--- config.mk ---
export PLATFORM = sky130hd
export DESIGN_NAME = pipe_hazard_ctrl
export DESIGN_NICKNAME = d
export VERILOG_FILES = /design/src/rtl/pipe_hazard_ctrl.sv
export SDC_FILE = /design/constraint.sdc
export NUM_CORES = 1
export LEC_CHECK = 0
export CAP_MARGIN = 5
export CORE_UTILIZATION = 34
export CTS_BUF_LIST = sky130_fd_sc_hd__clkbuf_16
export DETAILED_ROUTE_END_ITERATION = 8
export PLACE_DENSITY_LB_ADDON = 0.25
export SLEW_MARGIN = 10
export SYNTH_ARGS = -nofsm -noshare
export SYNTH_HDL_FRONTEND = slang
export SYNTH_SLANG_ARGS = --single-unit
--- constraint.sdc ---
create_clock -name clk -period 2.5 [get_ports clk]
set_clock_uncertainty 0.2 [all_clocks]
set_input_delay 0.5 -clock clk [delete_from_list [all_inputs] [get_ports clk]]
set_output_delay 0.5 -clock clk [all_outputs]
set_load 0.005 [all_outputs]
--- src/rtl/pipe_hazard_ctrl.sv ---
// pipe_hazard_ctrl: load-use/redirect/memory-wait hazard control FSM with saturating perf counters.
module pipe_hazard_ctrl #(
  parameter int CNT_W = 16
) (
  input  logic             clk,
  input  logic             rst,
  input  logic             id_valid,
  input  logic [4:0]       id_rs1,
  input  logic [4:0]       id_rs2,
  input  logic             id_use_rs1,
  input  logic             id_use_rs2,
  input  logic             ex_valid,
  input  logic [4:0]       ex_rd,
  input  logic             ex_mem_read,
  input  logic             ex_redirect,
  input  logic [31:0]      ex_target,
  input  logic             dmem_busy,
  output logic             stall_if,
  output logic             stall_id,
  output logic             stall_ex,
  output logic             flush_ifid,
  output logic             flush_idex,
  output logic             pc_sel,
  output logic [31:0]      pc_target,
  output logic [1:0]       state,
  output logic [CNT_W-1:0] stall_cycles,
  output logic [CNT_W-1:0] flush_events
);
  typedef enum logic [1:0] {RUN = 2'd0, BUBBLE = 2'd1, REDIRECT = 2'd2, MEM_WAIT = 2'd3} state_t;
  state_t           state_q, state_d;
  logic [CNT_W-1:0] stall_cycles_q, flush_events_q;
  logic             lu_haz, run_like, redir_acc;
  assign lu_haz = id_valid & ex_valid & ex_mem_read & (ex_rd != 5'd0) &
                  ((id_use_rs1 & (id_rs1 == ex_rd)) | (id_use_rs2 & (id_rs2 == ex_rd)));
  // MEM_WAIT releasing this cycle acts as RUN so a pending event is not dropped
  assign run_like = (state_q == RUN) || (state_q == BUBBLE) || (state_q == MEM_WAIT && !dmem_busy);
  always_comb begin
    stall_if   = 1'b0;
    stall_id   = 1'b0;
    stall_ex   = 1'b0;
    flush_ifid = 1'b0;
    flush_idex = 1'b0;
    pc_sel     = 1'b0;
    pc_target  = 32'd0;
    redir_acc  = 1'b0;
    state_d    = state_q;
    if (rst) begin
      flush_ifid = 1'b1;
      flush_idex = 1'b1;
      state_d    = RUN;
    end else if (run_like) begin
      if (dmem_busy) begin
        stall_if = 1'b1;
        stall_id = 1'b1;
        stall_ex = 1'b1;
        state_d  = MEM_WAIT;
      end else if (ex_redirect) begin
        pc_sel     = 1'b1;
        pc_target  = ex_target;
        flush_ifid = 1'b1;
        flush_idex = 1'b1;
        redir_acc  = 1'b1;
        state_d    = REDIRECT;
      end else if (lu_haz && state_q != BUBBLE) begin
        stall_if   = 1'b1;
        stall_id   = 1'b1;
        flush_idex = 1'b1;
        state_d    = BUBBLE;
      end else begin
        state_d = RUN;
      end
    end else if (state_q == MEM_WAIT) begin
      stall_if = 1'b1;
      stall_id = 1'b1;
      stall_ex = 1'b1;
    end else begin
      // kill the fetch already in flight from the synchronous imem
      flush_ifid = 1'b1;
      stall_if   = dmem_busy;
      stall_id   = dmem_busy;
      stall_ex   = dmem_busy;
      state_d    = dmem_busy ? REDIRECT : RUN;
    end
  end
  always_ff @(posedge clk) begin
    if (rst) begin
      state_q        <= RUN;
      stall_cycles_q <= '0;
      flush_events_q <= '0;
    end else begin
      state_q        <= state_d;
      stall_cycles_q <= (stall_if && !(&stall_cycles_q)) ? stall_cycles_q + CNT_W'(1) : stall_cycles_q;
      flush_events_q <= (redir_acc && !(&flush_events_q)) ? flush_events_q + CNT_W'(1) : flush_events_q;
    end
  end
  assign state        = state_q;
  assign stall_cycles = stall_cycles_q;
  assign flush_events = flush_events_q;
endmodule

After elaboration in Yosys (flattened, before gate mapping)

Index checks and enable logic that the tools add are counted.
W data, S select, Z words.

Bits in registers: 34
Latch bits: 0
Bits in writable memories: 0
Bits in read-only memories: 0
Bits of input ports: 56
Output and inout port bits: 72
Word-level logic and storage cells: 61
Memories kept: 0

Add/sub/neg operators: 2
$mul: 0
Divide/modulo/power cells: 0
Order comparisons: 0
Equal/unequal tests: 6
Shift operators: 0
Mux-type cells: 30
Bitwise logic cells: 7
Reductions and logical operators: 13

Operators by type and width:

| cell                    | number |
|---|---|
| $mux W32                | 4 |
| $add A16 B1 Y16 const B | 2 |
| $reduce_and A16 Y1      | 2 |
| $mux W1                 | 21 |
| $eq A5 B5 Y1            | 2 |
| $mux W2                 | 5 |
| $and A1 B1 Y1           | 6 |
| $reduce_bool A5 Y1      | 1 |
| $logic_and A1 B1 Y1     | 4 |
| $logic_not A1 Y1        | 3 |
| $eq A2 B1 Y1 const B    | 1 |
| $eq A2 B2 Y1 const B    | 1 |
| $logic_not A2 Y1        | 1 |
| $logic_or A1 B1 Y1      | 2 |
| $ne A2 B1 Y1 const B    | 1 |
| $ne A2 B2 Y1 const B    | 1 |
| $or A1 B1 Y1            | 1 |

Logic depth before layout (Yosys ltp)

Word-level depth: 11
Mapped depth: 8

Worst setup path before layout

Ideal clock, no wire load.

Kind: in2out
Start point: in rst
End point: out stall_if
Arrival time: 1.885 ns
Required time: 1.800 ns
Path slack: -0.085 ns
Stages on the path: 5
Path buffers: 1
Cell sequence: or4_1 > or3_1 > a2bb2oi_2 > inv_1 > buf_4

Word-level cells in the longest chain between the ends: 1

RTL lines:

| element            | RTL line | source |
|---|---|---|
| start: declaration | 6        | `input logic rst,` |
| $mux W1            | n/a      |  |
| end: declaration   | 18       | `output logic stall_if,` |

No other way between the ends.

Worst setup path after layout

Start point: in ex_rd[3]
End point: out stall_id

Word-level cells in the longest chain between the ends: 10
Elaborated cells between the ends (all ways): 14

RTL lines:

| element               | RTL line | source |
|---|---|---|
| start: declaration    | 13       | `input logic [4:0] ex_rd,` |
| $eq A5 B5 Y1          | 34       | `((id_use_rs1 & (id_rs1 == ex_rd)) \| (id_use_rs2 & (id_rs2 == ex_rd)));` |
| $and A1 B1 Y1         | 34       |  |
| $or A1 B1 Y1          | 34       |  |
| $and A1 B1 Y1 *       | 33       | `assign lu_haz = id_valid & ex_valid & ex_mem_read & (ex_rd != 5'd0) &` |
| $logic_and A1 B1 Y1 * | 64       | `end else if (lu_haz && state_q != BUBBLE) begin` |
| $mux W1 *             | 64       |  |
| $mux W1 *             | 57       | `end else if (ex_redirect) begin` |
| $mux W1 *             | 52       | `if (dmem_busy) begin` |
| $mux W1 *             | 51       | `end else if (run_like) begin` |
| $mux W1 *             | 47       | `if (rst) begin` |
| end: declaration      | 19       | `output logic stall_id,` |

Every way passes the cells marked *; elsewhere a longest branch is shown, timed or not.

==> results by group <==
Yosys
  • Synth top area share: 33.1%
  • Ranking of synthesized cells by area: dfxtp_1, and2_1, xor2_1, nor2_1, nand2_1
  • EDFF count, synth: 0
  • Seq/Total Area, Yosys: 33.1%
  • Net count after synthesis: 314
  • Top FF cell, synth: dfxtp_1
  • Post-Syn Area per Cell: 8.03 µm²
  • FFs w/ async S/R, synth: 0%
  • Synth cell types: 44
  • Post-synthesis instance total: 256
  • Largest area contributor in the netlist: dfxtp_1
  • Warnings from Yosys: 0
  • Mapped Area: 2060 µm²
  • Yosys reg bits: 34

Timing
  • Final setup fails: 6
  • Max Freq: 381 MHz
  • Worst-Margin Slew: 0.442 ns
  • Final hold vios: 0
  • Setup TNS: -0.454 ns
  • Final setup margin: -0.127 ns
  • RSZ-0062 raised after global routing: yes
  • Period utilization: 105%
  • Minimum clock period: 2.63 ns
  • Slew HR: 70.3%
  • Final Max Slew Viols: 0

Critical path
  • RR Startpoint: state[1]
  • Crit end category: primary output
  • Delay-heaviest family, CP: simple AND/OR/NAND/NOR gates
  • Crit Path Max Fanout: 3
  • Crit-path max cell delay: 0.51 ns
  • Worst Path Arrival: 1.93 ns
  • CP max-delay cell: or4_4
  • Setup crit start: ex_rd[3]
  • Crit-path cells: dlygate4sd2_1 > or4_4 > nor2_4 > or3_4 > a2bb2oi_4 > inv_2 > buf_2
  • Buffers and inverters on the worst path: 3
  • CP Data Required Time: 1.80 ns
  • Crit Path Class: primary input to primary output
  • CP startpoint kind: primary input

Clock network
  • CTS tree: done
  • Longest Clk Path Bufs: 2
  • Clk sinks: 34
  • Total CTS buffers: 5
  • Clock Pin Slew Worst Setup and Hold Paths: 0.05 ns
  • H-tree depth: 2
  • Skew-Pair Late Insertion Delay: 0.27 ns
  • Root buf cell: clkbuf_16

Power
  • Pwr Density: 362 nW/µm²
  • Leak: 1.53 nW
  • Maximum vdd drop: 0.318 mV

Routing
  • Drt pass-1 iters: 4
  • Drt total wl: 6.66 mm
  • Vias: 2447
  • Vias/cell: 5.11
  • DRC Markers: 0
  • Post-route ant nets: 0
  • Wire per inst: 13.9 µm
  • Initial drt markers: 121

Floorplanning
  • Die Height: 79.8 µm
  • Die width: 79.8 µm
  • Core Region: 5680 µm²
  • Die area: 6360 µm²
  • Rows: 27
  • Starting Density: 36.2%
  • Io pins: 128

Global routing
  • Tot GR Track Use: 22.0%
  • Vias in the first global route: 2369
  • Overflow after GRT: 0
  • Largest net degree at the start of global routing: 33
  • First-pass GRT wire length: 10.9 mm
  • Initial antenna violation count: 0

Cells and area
  • Final core occ: 66.4%
  • Filler instances: 525
  • Nets: 464
  • Multi-input gate area: 1390 µm²
  • Sequential cell area: 683 µm²
  • Most frequent cells in the layout: clkdlybuf4s50_1, and2_1, dfxtp_1, dlygate4sd2_1, nor2_1
  • N_diodes: 0
  • Cell area after layout: 3770 µm²
  • Non-Filler Instances: 479
  • Share of layout cells above drive strength 1: 17.2%
  • Area grow syn2layout: 83.2%
  • Most common cell after layout, fill and taps aside: clkdlybuf4s50_1

Place
  • PortBufs: 127
  • Area post-placement: 3570 µm²
  • Worst slack, placed: -0.819 ns
  • Post-DP HPWL: 5.02 mm
  • Placed insts: 467
  • Placer congestion estimate: 0.795

Job
  • MaxCap Viol Count: 0

Hold path
  • Min-delay src: stall_cycles[9]
  • Worst hold path class: flop to flop

Status
  • Failing checks: setup timing
  • Status: finished, violations left
-- tightest hold or removal path, cell delays in order (launching register included) --
cell and delay [ns]:
dfxtp_1 0.33, o31ai_1 0.07, a21oi_1 0.06
-- stage by stage --
step	hold slack, ns	total power, mW
after floorplan	0.288	0.630
after global placement	0.291	0.792
after detailed placement	0.299	0.795
after CTS	0.306	1.38
after global routing	0.338	1.42
final	0.304	1.36
-- power breakdown --
group	total, mW	switching, mW	internal (mW)
clock	0.574	0.214	0.359
sequential	0.553	0.00577	0.548
combinational	0.235	0.0857	0.150
-- synthesized netlist by cell type, drive strengths merged, types with 3 or more instances --
library cell and instances:
or4 6, nand2 19, buf 3, nand3 14, clkbuf 7, nand4 4
xnor2 8, a21oi 10, inv 9, xor2 15, o311ai 5, o21ai 7
or3 5, nor3 4, dfxtp 34, and3 6, o41ai 3, nor2 23
and4 3, and2 35, nor2b 4, nor4 6, o31ai 3
-- final cells by class --
cell class | instances | share of cell area (%)
timing repair buffer | 153 | 37.9
clock inverter | 3 | 0.332
multi-input combinational | 203 | 37.0
inverter | 9 | 0.897
clock buffer | 5 | 3.32
sequential | 34 | 18.1
tap | 72 | 2.39
-- final timing paths --
path | to | slack [ns] | cells after the start
max | stall_id | -0.13 | 7
min | stall_cycles[9] | 0.30 | 2
max reg2reg | stall_cycles[15] | -0.06 | 7
min reg2reg | stall_cycles[9] | 0.30 | 2
-- routing by layer --
| metal | vias to the layer above | share of wire (%) | global-route usage [%] |
|---|---|---|---|
| met5 | - | 0 | 0 |
| met4 | 0 | 0.77 | 5.89 |
| met3 | 4 | 8.8 | 6.40 |
| met2 | 102 | 52 | 40.3 |
| met1 | 1136 | 38 | 24.5 |
| li1 | 1205 | - | - |
-- registers in the layout, summed over array words and instances (netlist names) --
register and cells:
state 2, flush_events 16, stall_cycles 16
-- kinds of logic after synthesis --
group	count (synthesis)	share of synthesized area (%)
buffers and inverters	19	4.38
adder cells (fa/ha/maj)	2	1.22
AND/OR/NAND/NOR	138	37.2
AO/OA/AOI/OAI	37	12.7
multiplexers	3	1.58
XOR/XNOR	23	9.80
flip-flops	34	33.1
-- what timing repair did --
item                                    in CTS  in global routing
cloned                                       2                  0
setup buffers                                2                  0
resized for setup                          102                 21
endpoints found under the setup margin      54                 22
pin swaps                                   11                  5
hold buffers                                 0                  0
Power figures use the tool's default switching activity.
